## src/rtl/thirty_two_restoring_divider_pkg.sv

```systemverilog
// ----------------------------------------------------------------------------
// thirty_two_restoring_divider_pkg
// Shared definitions for the 64-by-32 restoring divider: FSM state encoding,
// datapath widths and the iteration count.
// ----------------------------------------------------------------------------
package thirty_two_restoring_divider_pkg;

    localparam int DIVIDEND_W = 64;           // dividend width (multiplier product)
    localparam int DIV_W      = 32;           // divisor / quotient / remainder width
    localparam int REM_W      = 33;           // partial remainder R, one guard bit
    localparam int RQ_W       = REM_W + DIV_W; // concatenated {R,Q} shift register
    localparam int ITERS      = 32;           // one quotient bit per step

    typedef enum logic [1:0] {
        IDLE = 2'd0,
        RUN  = 2'd1,
        DONE = 2'd2
    } div_state_t;

endpackage

```

## src/rtl/thirty_two_restoring_divider_step.sv

```systemverilog
// ----------------------------------------------------------------------------
// restoring_step
// One combinational restoring shift-subtract step.
//   rq_in   : {R[32:0], Q[31:0]} before the step
//   divisor : 32-bit divisor
//   rq_out  : {R, Q} after shift, conditional subtract and quotient bit insert
// ----------------------------------------------------------------------------
module restoring_step
    import thirty_two_restoring_divider_pkg::*;
(
    input  logic [RQ_W-1:0]  rq_in,
    input  logic [DIV_W-1:0] divisor,
    output logic [RQ_W-1:0]  rq_out
);

    logic [RQ_W:0]    sh;      // {R,Q} << 1, keeping the bit shifted out of R
    logic [REM_W-1:0] diff;
    logic             borrow;
    logic             take;

    always_comb begin
        sh             = {rq_in, 1'b0};
        {borrow, diff} = {1'b0, sh[RQ_W-1:DIV_W]} - {2'b0, divisor};
        // The bit shifted past R[32] is always 0 while R < divisor holds; it
        // is folded in so a set bit would still force the subtract.
        take           = ~borrow | sh[RQ_W];
        rq_out         = take ? {diff, sh[DIV_W-1:1], 1'b1}
                              : {sh[RQ_W-1:DIV_W], sh[DIV_W-1:1], 1'b0};
    end

endmodule

```

## src/rtl/thirty_two_restoring_divider.sv

```systemverilog
// ----------------------------------------------------------------------------
// thirty_two_restoring_divider
// Sequential unsigned 64/32 restoring divider, one quotient bit per clock,
// start/busy/done handshake.
//   clk, clear          : clock, async active-high reset
//   start               : request, accepted in IDLE or DONE
//   dividend, divisor   : operands, captured on accept
//   quotient, remainder : registered results, valid from done
//   busy                : iterating; start ignored
//   done                : one-cycle completion pulse
//   div_by_zero         : divisor was zero (valid with done)
//   overflow            : quotient would not fit in 32 bits (valid with done)
// ----------------------------------------------------------------------------
module thirty_two_restoring_divider
    import thirty_two_restoring_divider_pkg::*;
(
    input  logic                  clk,
    input  logic                  clear,
    input  logic                  start,
    input  logic [DIVIDEND_W-1:0] dividend,
    input  logic [DIV_W-1:0]      divisor,
    output logic [DIV_W-1:0]      quotient,
    output logic [DIV_W-1:0]      remainder,
    output logic                  busy,
    output logic                  done,
    output logic                  div_by_zero,
    output logic                  overflow
);

    div_state_t       state;
    logic [5:0]       cnt;
    logic [RQ_W-1:0]  rq_q;
    logic [RQ_W-1:0]  rq_nxt;
    logic [DIV_W-1:0] dsr_q;

    restoring_step u_step (
        .rq_in   (rq_q),
        .divisor (dsr_q),
        .rq_out  (rq_nxt)
    );

    always_ff @(posedge clk or posedge clear) begin
        if (clear) begin
            state       <= IDLE;
            cnt         <= '0;
            rq_q        <= '0;
            dsr_q       <= '0;
            quotient    <= '0;
            remainder   <= '0;
            busy        <= 1'b0;
            done        <= 1'b0;
            div_by_zero <= 1'b0;
            overflow    <= 1'b0;
        end else begin
            case (state)
                IDLE, DONE: begin
                    done <= 1'b0;
                    if (start) begin
                        div_by_zero <= 1'b0;
                        overflow    <= 1'b0;
                        dsr_q       <= divisor;
                        rq_q        <= {1'b0, dividend};
                        cnt         <= '0;
                        if (divisor == '0) begin
                            state       <= DONE;
                            done        <= 1'b1;
                            div_by_zero <= 1'b1;
                            quotient    <= '1;
                            remainder   <= dividend[DIV_W-1:0];
                        end else if (dividend[DIVIDEND_W-1:DIV_W] >= divisor) begin
                            // Quotient cannot fit in 32 bits: saturate, skip iteration.
                            state     <= DONE;
                            done      <= 1'b1;
                            overflow  <= 1'b1;
                            quotient  <= '1;
                            remainder <= dividend[DIV_W-1:0];
                        end else begin
                            state <= RUN;
                            busy  <= 1'b1;
                        end
                    end else begin
                        state <= IDLE;
                    end
                end
                RUN: begin
                    rq_q <= rq_nxt;
                    cnt  <= cnt + 6'd1;
                    // Results are loaded straight from the final step's output.
                    if (cnt == 6'(ITERS - 1)) begin
                        state     <= DONE;
                        busy      <= 1'b0;
                        done      <= 1'b1;
                        quotient  <= rq_nxt[DIV_W-1:0];
                        remainder <= rq_nxt[RQ_W-2:DIV_W];
                    end
                end
                default: state <= IDLE;
            endcase
        end
    end

endmodule

```

## config.mk

```make
export PLATFORM = sky130hd
export DESIGN_NAME = thirty_two_restoring_divider
export DESIGN_NICKNAME = d
export VERILOG_FILES = /design/src/rtl/thirty_two_restoring_divider_pkg.sv /design/src/rtl/thirty_two_restoring_divider_step.sv /design/src/rtl/thirty_two_restoring_divider.sv
export SDC_FILE = /design/constraint.sdc
export NUM_CORES = 1
export LEC_CHECK = 0
export BUFFER_PORTS_ARGS = -buffer_cell sky130_fd_sc_hd__buf_2
export CAP_MARGIN = 20
export CORE_AREA = 5 5 220 115
export DETAILED_ROUTE_END_ITERATION = 16
export DIE_AREA = 0 0 225 120
export PLACE_DENSITY_LB_ADDON = 0.25
export REMOVE_ABC_BUFFERS = 1
export SYNTH_ARGS = -nofsm -noshare
export SYNTH_HDL_FRONTEND = slang
export SYNTH_SLANG_ARGS = --single-unit
```

## constraint.sdc

```tcl
create_clock -name clk -period 5 [get_ports clk]
set_input_delay 0.5 -clock clk [delete_from_list [all_inputs] [get_ports clk]]
set_output_delay 0.5 -clock clk [all_outputs]
set_load 0.01 [all_outputs]
```

# Word level (Yosys, flattened, before mapping)
# Index checks and enable logic that the tools add are counted.
[totals] wordCells=64 in_bits=99 ff_bits=173 output_inout_bits=68
[classes] bitwise=2 reduce_logical=9 add_sub_neg=2 magnitude_cmp=1 n_mux=32 eq_ne=8
[ops] operator="2-to-1 mux 32 bit" n=8
[ops] operator="2-to-1 mux 65 bit" n=2
[ops] operator="case mux 65 bit (2 select lines)" n=1
[ops] operator="case mux 32 bit (2 select lines)" n=2
[ops] operator="subtractor 33 x 32 -> 34 bit" n=1
[ops] operator="greater-or-equal comparator 32 bit" n=1
[ops] operator="zero test 32 bit" n=1
[ops] operator="case mux 6 bit (2 select lines)" n=1
[ops] operator="2-to-1 mux 1 bit" n=10
[ops] operator="2-to-1 mux 2 bit" n=4
[ops] operator="inequality test 2 bit, second input constant" n=4
[ops] operator="adder 6 x 1 -> 6 bit, second input constant" n=1
[ops] operator="== test 6 x 5 -> 1 bit, second input constant" n=1
[ops] operator="2-to-1 mux 6 bit" n=1
[ops] operator="AND reduction 2 bit" n=3
[ops] operator="AND reduction 5 bit" n=1
[ops] operator="case mux 1 bit (2 select lines)" n=2
[ops] operator="case mux 2 bit (2 select lines)" n=1
[ops] operator="AND reduction 4 bit" n=1
[ops] operator="inequality test 3 bit, second input constant" n=1
[ops] operator="== test 2 x 1 -> 1 bit, second input constant" n=1
[ops] operator="== test 2 bit, second input constant" n=1
[ops] operator="zero test 2 bit" n=1
[ops] operator="nonzero test 2 bit" n=1
[ops] operator="other kinds (3)" n=3

# Logic depth before layout (Yosys ltp)
# Gate-level depths: netlist of the first run.
[logic_depth] word_depth=6 ltp_mapped=15 mapped_depth_nobuf=12

# Modules after synthesis
# From an unflattened synthesis of the first run, not the netlist that was laid out.
[unflattened] hier_cells=1166 area_unflattened_um2=10390.0
[modules_own_cells] module="thirty_two_restoring_divider" seq_area_each_um2=4329.2 area_each_um2=7882.6 instances=1 cells_each=831
[modules_own_cells] module="restoring_step" seq_area_each_um2=0.0 area_each_um2=2507.4 instances=1 cells_each=335

# Worst setup path before layout of the first run
# No wires, ideal clock.
[synth_path] kind="register to register" from="register rq_q[50]" to="register remainder[9]" path_buffers=2 path_stages_with_launch=12 period_less_slack_ns=2.785 setup_time_ns=0.130 arrival_ns=2.655 setup_slack_ns=2.215 required_ns=4.870 path_cell_list="dfrtp_1 > ha_1 > a21o_1 > a31o_2 > a221o_1 > o41a_1 > buf_6 > a21oi_4 > buf_4 > nor3_1 > a211oi_2 > o31ai_2"
[synth_via] elab_chain_len=6
[synth_rtl] element="start: declaration" line="thirty_two_restoring_divider.sv:32" rtl="logic [RQ_W-1:0] rq_q;"
[synth_rtl] element="start signal: assignment" line="thirty_two_restoring_divider.sv:62" rtl="rq_q <= {1'b0, dividend};"
[synth_rtl] element="start signal: assignment" line="thirty_two_restoring_divider.sv:86" rtl="rq_q <= rq_nxt;"
[synth_rtl] element="subtractor 33 x 32 -> 34 bit" line="thirty_two_restoring_divider_step.sv:23" rtl="{borrow, diff} = {1'b0, sh[RQ_W-1:DIV_W]} - {2'b0, divisor};"
[synth_rtl] element="NOT 1 bit" line="thirty_two_restoring_divider_step.sv:26" rtl="take = ~borrow | sh[RQ_W];"
[synth_rtl] element="bitwise OR 1 bit" line="thirty_two_restoring_divider_step.sv:26"
[synth_rtl] element="2-to-1 mux 65 bit" line="thirty_two_restoring_divider_step.sv:27" rtl="rq_out = take ? {diff, sh[DIV_W-1:1], 1'b1}"
[synth_rtl] element="2-to-1 mux 32 bit" line="thirty_two_restoring_divider.sv:89" rtl="if (cnt == 6'(ITERS - 1)) begin"
[synth_rtl] element="case mux 32 bit (2 select lines)" line="thirty_two_restoring_divider.sv:55" rtl="case (state)"
[synth_rtl] element="end signal: assignment" line="thirty_two_restoring_divider.sv:69" rtl="remainder <= dividend[DIV_W-1:0];"
[synth_rtl] element="end signal: assignment" line="thirty_two_restoring_divider.sv:76" rtl="remainder <= dividend[DIV_W-1:0];"
[synth_rtl] element="end signal: assignment" line="thirty_two_restoring_divider.sv:94" rtl="remainder <= rq_nxt[RQ_W-2:DIV_W];"
[synth_rtl] element="end: declaration" line="thirty_two_restoring_divider.sv:23" rtl="output logic [DIV_W-1:0] remainder,"
# Every way passes these cells. The select of a mux whose other input is x is not followed.
# A chain may end at the register's enable or synchronous reset.

# Final worst setup path of the first run
[layout_path] from="register dsr_q[1]" to="register remainder[19]"
[layout_via] elab_chain_len=6
[layout_rtl] element="start: declaration" line="thirty_two_restoring_divider.sv:34" rtl="logic [DIV_W-1:0] dsr_q;"
[layout_rtl] element="start signal: assignment" line="thirty_two_restoring_divider.sv:61" rtl="dsr_q <= divisor;"
[layout_rtl] element="subtractor 33 x 32 -> 34 bit (*)" line="thirty_two_restoring_divider_step.sv:23"
[layout_rtl] element="NOT 1 bit" line="thirty_two_restoring_divider_step.sv:26"
[layout_rtl] element="bitwise OR 1 bit" line="thirty_two_restoring_divider_step.sv:26"
[layout_rtl] element="2-to-1 mux 65 bit (*)" line="thirty_two_restoring_divider_step.sv:27"
[layout_rtl] element="2-to-1 mux 32 bit (*)" line="thirty_two_restoring_divider.sv:89"
[layout_rtl] element="case mux 32 bit (2 select lines) (*)" line="thirty_two_restoring_divider.sv:55"
# Every way passes the cells marked *; elsewhere a longest branch is shown, timed or not. The select of a mux whose other input is x is not followed.

==> summary.md, run 1 <==
| Metric | Value |
|---|---|
| Status | completed |
| Total chip power | 0.0100 W |
| Area grow syn2layout | 15.8% |
| # DRC | 0 |
| Synth top area cells | dfrtp_1 (41%), ha_1 (7.7%), nand2_1 (6.2%) |
| Cell taking the most area after synthesis | dfrtp_1 |
| Synth top area share | 0.412 |
| Fin. max-slew vios | 0 |
| Setup violations, final | 0 |
| Asr flop ratio synth | 1.00 |
| Initial core utilization | 0.450 |
| Ys Warns | 0 |
| Port Buf Inserts | around 170 |
| Worst-margin pin slew | 1.09 ns |
| Hold WS | 0.189 ns |
| Post-CTS Setup Bufs | 0 |
| Post-synth EDFFs | 0 |
| Leakage power | 5.81 nW |
| Placed instance count | 1600 |
| First-pass iteration count of the detailed router | 6 |
| Slew headroom | 0.269 |
| Hold buffers post-CTS | 0 |
| H-tree levels | 4 |
| Clock latency on the worst-skew pair | 0.44 ns |
| CTS Buf Count | 17 |
| Final cycle utilization of the critical path | 0.777 |
| Maximum VDD drop | 0.311 mV |
| First-pass GRT wire length | 52500 um |
| Syn avg cell area | 8.94 um^2 |
| Largest net degree at the start of global routing | 97 |
| Post-DP HPWL | roughly 25000 um |
| Worst Skew | 0.00934 ns |
| Post-cts sizing count | 0 |
| CTS tree | done |
| Pwr Density | 825 nW/um^2 |
| Die height | 120 um |
| Startpoint Class | flip-flop |
| Via/cell ratio | 5.77 |
| Clock tree sinks | 173 |
| Final Cell Area | 12200 um^2 |
| Critical path class | flip-flop to flip-flop |
| Row count | 40 |
| Post-DRT Antenna Nets | 0 |
| Die area | 27000 um^2 |
| Fmax | 257 MHz |
| Crit. End Element | flip-flop |
| Most common cell after layout, fill and taps aside | nand2_1 |
| Final WL | 33900 um |
| Pre-CTS WS | between 1 and 1.5 ns |
| N_diodes | 0 |
| RePlAce Congestion | 0.983 |
| Clk Tree Root Cell | clkbuf_16 |
| Slack of the critical path | 1.11 ns |
| Clock slew at reported path FFs | 0.07 ns |
| DR WL/cell | 20.8 um |
| Area of the multi-input gates | 5460 um^2 |
| IO Pins | between 150 and 200 |
| # Max-Cap Violations | 0 |
| Top_reg_cell synth | dfrtp_1 |
| Share of cells above drive strength 1 | 0.199 |
| Final Hold Violating Endpoints | 0 |
| Reg area | approximately 4300 um^2 |
| Most frequent cells in the layout | nand2_1 (174), dfrtp_1 (173), buf_2 (166), inv_1 (111), nor2_1 (85) |
| Longest Clk Path Bufs | 2 |
| CP max FO | 19 |
| Fill count | 2174 |
| Fin crit period | 3.89 ns |
| Mapped cell area | ~11000 um^2 |
| Via count | 9421 |
| Nets@finish | 1470 |
| Layout Cells excl Fill | ~1600 |
| WP data arrival | between 4 and 5 ns |
| Die X | around 230 um |
| Remaining Overflow, GRT | 0 |
| Syn Inst Count | 1175 |
| Synth unique cells | ~70 |
| Vias in the first global route | 8841 |
| Critical path required time | 5.29 ns |
| Starting DRT DRC Count | between 1000 and 1500 |
| DP Area | 11600 um^2 |
| Tot GR Track Use | 0.250 |
| Setup repair after global routing missed its margin | false |
| Core area | 23400 um^2 |
| Hold Crit Class | primary input to asynchronous set/reset pin |
| Seq/Total Area, Yosys | 0.412 |
| Yosys reg bits | 173 |
| Initial antenna violation count | 0 |
==> sequential cells by signal (all words and copies together) (netlist names) <==
register and cells:
busy 1, div_by_zero 1, cnt 6, state 2, done 1, quotient 32, overflow 1, remainder 32
dsr_q 32, rq_q 65
==> critical path, cell delays in order, from the launching register on <==
cell and delay [ns]:
dfrtp_1 0.37, inv_1 0.07, ha_1 0.26, nor2b_1 0.15, o31a_1 0.29, o311ai_1 0.28, nand2_1 0.14, o41a_1 0.56
a21oi_4 0.57, nor2_2 0.26, a31oi_1 0.59, o221ai_1 0.19
==> synth_stat cells, types with 4 or more instances <==
master	count
a211oi_1	7
a211oi_2	12
a21o_1	28
a21oi_1	38
a31oi_1	61
and2_1	6
and3_1	8
buf_2	6
buf_6	7
clkbuf_1	49
dfrtp_1	173
ha_1	65
inv_1	112
mux2i_1	42
nand2_1	174
nand2b_1	7
nand3_1	15
nand4_1	14
nor2_1	85
nor2b_1	6
nor3_1	19
nor4_1	13
o211a_1	5
o211ai_1	29
o21a_1	10
o21ai_0	63
o21ai_1	4
o221ai_1	5
o22ai_1	5
o31ai_1	6
o31ai_2	21
xnor2_1	14
xor2_1	8
==> final cells by class <==
cell class                 instances  share of cell area
clock buffer                      20              0.0384
multi-input combinational        821               0.449
sequential                       173               0.356
tap                              315              0.0324
timing repair buffer             179              0.0794
inverter                         113              0.0353
clock inverter                    12              0.0103
==> metal layers <==
layer  GRT usage  vias up  part of all wire
li1            -     4427                 -
met2       0.300      402              0.36
met3      0.0863       33              0.10
met5      0.0228        -            0.0024
met1       0.411     4557              0.52
met4      0.0532        2             0.011
==> kinds of logic after synthesis <==
logic type | count (synthesis) | share of synthesized area
buf+inv | 181 | 0.0719
xor+xnor | 22 | 0.0183
mux | 43 | 0.0411
fa+ha+maj | 66 | 0.0793
simple gates | 362 | 0.153
compound gates | 328 | 0.224
flops | 173 | 0.412
==> worst paths after layout <==
path	cells past startpoint	slack [ns]	endpoint	start
max in group asynchronous	3	3.80	dsr_q[11]	clear
max reg2reg	11	1.11	remainder[19]	dsr_q[1]
min	2	0.19	quotient[6]	clear
max	11	1.11	remainder[19]	dsr_q[1]
min reg2reg	2	0.48	div_by_zero	div_by_zero
min in group clk	3	0.30	dsr_q[0]	divisor[0]
==> per-stage QoR <==
stage,utilization,TNS [ns]
floorplan,-,-37.38
global placement,0.494,0
detailed placement,0.494,0
CTS,0.520,0
global route,0.521,0
finish,0.521,0
==> power by group <==
| part | leakage (nW) | internal [W] | switching (W) |
|---|---|---|---|
| registers | 1.95 | 0.00206 | 0.000426 |
| logic | 3.58 | 0.00224 | 0.00396 |
| clock network | 0.287 | 0.000739 | 0.000617 |
No activity file was read; power rests on OpenSTA's default activity.
==> run 2, diff against run 1 <==
Settings changed: ABC_AREA set to 1, CORE_AREA 5 5 220 115 to 5 5 236 123, DIE_AREA 0 0 225 120 to 0 0 241 128.
Clock period 5 ns to 3.4 ns, I/O delays scaled along.
==> summary.md, run 2 <==
| Metric | Value |
|---|---|
| Die height | 128 um |
| Startpoint Class | flip-flop |
| Worst path slowest cell | fa_1 |
| DP Area | 13200 um^2 |
| Fmax | 366 MHz |
| Initial core utilization | 0.448 |
| Fin crit period | 2.73 ns |
| Setup violations, final | 0 |
| Area grow syn2layout | 14.1% |
| Count leader, synth | nand2_1 |
| Fin. max-slew vios | 0 |
| Longest Clk Path Bufs | 2 |
| Clock latency on the worst-skew pair | approximately 0.46 ns |
| Setup repair after global routing missed its margin | false |
| Post-synth EDFFs | 0 |
| Synth top area cells | dfrtp_1 (36%), nand2_1 (18%), inv_1 (8.5%) |
| IO Pins | 167 |
| Clk Tree Root Cell | clkbuf_16 |
| # Max-Cap Violations | 0 |
| WP data arrival | 3.13 ns |
| Maximum VDD drop | 0.691 mV |
| Pwr Density | ~1200 nW/um^2 |
| Tot GR Track Use | 0.259 |
| Synth cell count leaders | nand2_1 (581), inv_1 (275), dfrtp_1 (173), nand3_1 (173), nor2_1 (95) |
| Status | complete, but fails checks |
| Initial antenna violation count | 1 |
| Final WL | 39300 um |
| N_diodes | 0 |
| Asr flop ratio synth | 1.00 |
| RePlAce Congestion | 0.959 |
| Register share of total power | 0.230 |
| Die area | 30800 um^2 |
| Share of cells above drive strength 1 | 0.153 |
| Post-DP HPWL | 30100 um |
| Worst-margin pin slew | a little over 1 ns |
| Clock slew at reported path FFs | 0.07 ns |
| Most frequent cells in the layout | nand2_1 (578), inv_1 (272), nand3_1 (173), dfrtp_1 (173), buf_2 (166) |
| Critical path required time | 3.80 ns |
| Total chip power | 0.0164 W |
| Hold WS | -0.00382 ns |
| Remaining Overflow, GRT | 0 |
| Core area | 27000 um^2 |
| Synth unique cells | 37 |
| Final Hold Violating Endpoints | 1 |
| Failing checks | hold timing |
| Row count | 43 |
| Crit-path cells | inv_1 -> ha_1 -> fa_1 -> inv_1 -> nand3_1 -> nand3_1 -> nand2_1 -> nand2_1 -> inv_1 -> o21bai_1 -> nand2_1 -> nand2_1 -> nand3_2 -> nand3_1 -> nand2_1 -> inv_1 |
| Port Buf Inserts | about 170 |
| Largest net degree at the start of global routing | 102 |
| Worst Skew | approximately 0.017 ns |
| Top_reg_cell synth | dfrtp_1 |
| Clk pwr share | 0.119 |
| Crit. End Element | flip-flop |
| Slew headroom | 0.328 |
| Largest Register | rq_q |
| Switch share | 0.525 |
| CP most frequent cell | nand2_1 |
| Setup tns final | 0 ns |
| Critical path class | flip-flop to flip-flop |
| Synth top area share | 0.358 |
| Post-cts sizing count | 0 |
| Combinational power share | 0.651 |
| Syn avg cell area | 6.88 um^2 |
| Max FFs per register | 65 |
| Seq/Total Area, Yosys | 0.358 |
| Post-CTS Setup Bufs | 0 |
| Syn Inst Count | around 1800 |
| H-tree levels | 4 |
| Vias in the first global route | between 10000 and 15000 |
| Final Cell Area | 13800 um^2 |
| First-pass iteration count of the detailed router | 5 |
| Final cycle utilization of the critical path | 0.803 |
| Starting DRT DRC Count | 976 |
| Leakage power | 7.71 nW |
| Clock tree sinks | between 150 and 200 |
| CP max FO | 4 |
| CTS tree | done |
| P_int | 0.00777 W |
| Most common cell after layout, fill and taps aside | nand2_1 |
| Sw power | 0.00860 W |
| Via count | between 10000 and 15000 |
| CTS Buf Count | 17 |
| Hold Crit Class | primary input to asynchronous set/reset pin |
| Yosys reg bits | approximately 170 |
| Nets@finish | around 2100 |
| DR WL/cell | 17.4 um |
| Ys Warns | 0 |
| Die X | between 200 and 250 um |
| Mapped cell area | 12100 um^2 |
| Via/cell ratio | between 5 and 6 |
| Cell taking the most area after synthesis | dfrtp_1 |
| # DRC | 0 |
| Crit path largest cell delay | 0.43 ns |
| Reg2reg setup slack | 0.67 ns |
| First-pass GRT wire length | approximately 62000 um |
| Hold buffers post-CTS | 0 |
| Post-DRT Antenna Nets | 0 |
## run 2: changes by cell type after synthesis, moves of 39 or more
cell / before / now
nand2_1: 174 / 581
mux2i_1: 42 / 0
inv_1: 112 / 275
a31oi_1: 61 / 1
nand4_1: 14 / 53
nand3_1: 15 / 173
## run 2: cell type report
class	instances	area (um^2)
multi-input cells	1229	6360
inverters	280	1060
well taps	360	450
clock buffers	17	425
clock inverters	13	138
repair buffers	184	1030
flip-flops and latches	173	4330
fillers	2795	13200
## run 2: layer usage
metal / vias up / share of wire / GRT usage
met4: 0 / 0.024 / 0.0719
li1: 5818 / - / -
met1: 5543 / 0.50 / 0.406
met2: 441 / 0.40 / 0.353
met5: - / 0 / 0
met3: 49 / 0.081 / 0.0578
## run 2: power by group through the flow
| stage | clock, W | sequential (W) | combinational, W |
|---|---|---|---|
| 2_1_floorplan | 0 | 0.00382 | 0.00732 |
| 3_3_place_gp | 0 | 0.00377 | 0.0104 |
| 3_5_place_dp | 0 | 0.00378 | 0.0105 |
| 4_1_cts | 0.00197 | 0.00376 | 0.0106 |
| 5_1_grt | 0.00207 | 0.00389 | 0.0120 |
| 6_report | 0.00194 | 0.00377 | 0.0107 |
## run 2: cell families after synthesis
group,synth area share
AOI/OAI and AO/OA,0.0748
xor gates and xnor gates,0.0101
adders and majority gates,0.0689
buffers and inverters,0.117
DFF,0.358
and+or+nand+nor,0.371
## run 2: worst max-delay path: cells and delay by family, from the launching register on
| kind | cells | cell delay, ns |
|---|---|---|
| buf+inv | 4 | 0.31 |
| flops | 1 | 0.36 |
| fa+ha+maj | 2 | 0.66 |
| simple gates | 9 | 1.17 |
| compound gates | 1 | 0.19 |
## run 2: metrics by stage
stage	utilization	setup slack, ns	cells
after floorplan	-	-5.74	1682
after global placement	0.490	0.670	2226
after detailed placement	0.490	0.632	2226
after CTS	0.511	0.726	2256
after global routing	0.511	0.453	2256
final	0.511	0.670	2256
## run 2: final timing paths
check	to	from	cells after the start
min in group clk	dsr_q[7]	divisor[7]	3
setup / recovery	rq_q[48]	rq_q[31]	16
hold reg to reg	dsr_q[2]	dsr_q[2]	2
max in group asynchronous	dsr_q[21]	clear	3
hold / removal	quotient[4]	clear	2
setup reg to reg	rq_q[48]	rq_q[31]	16
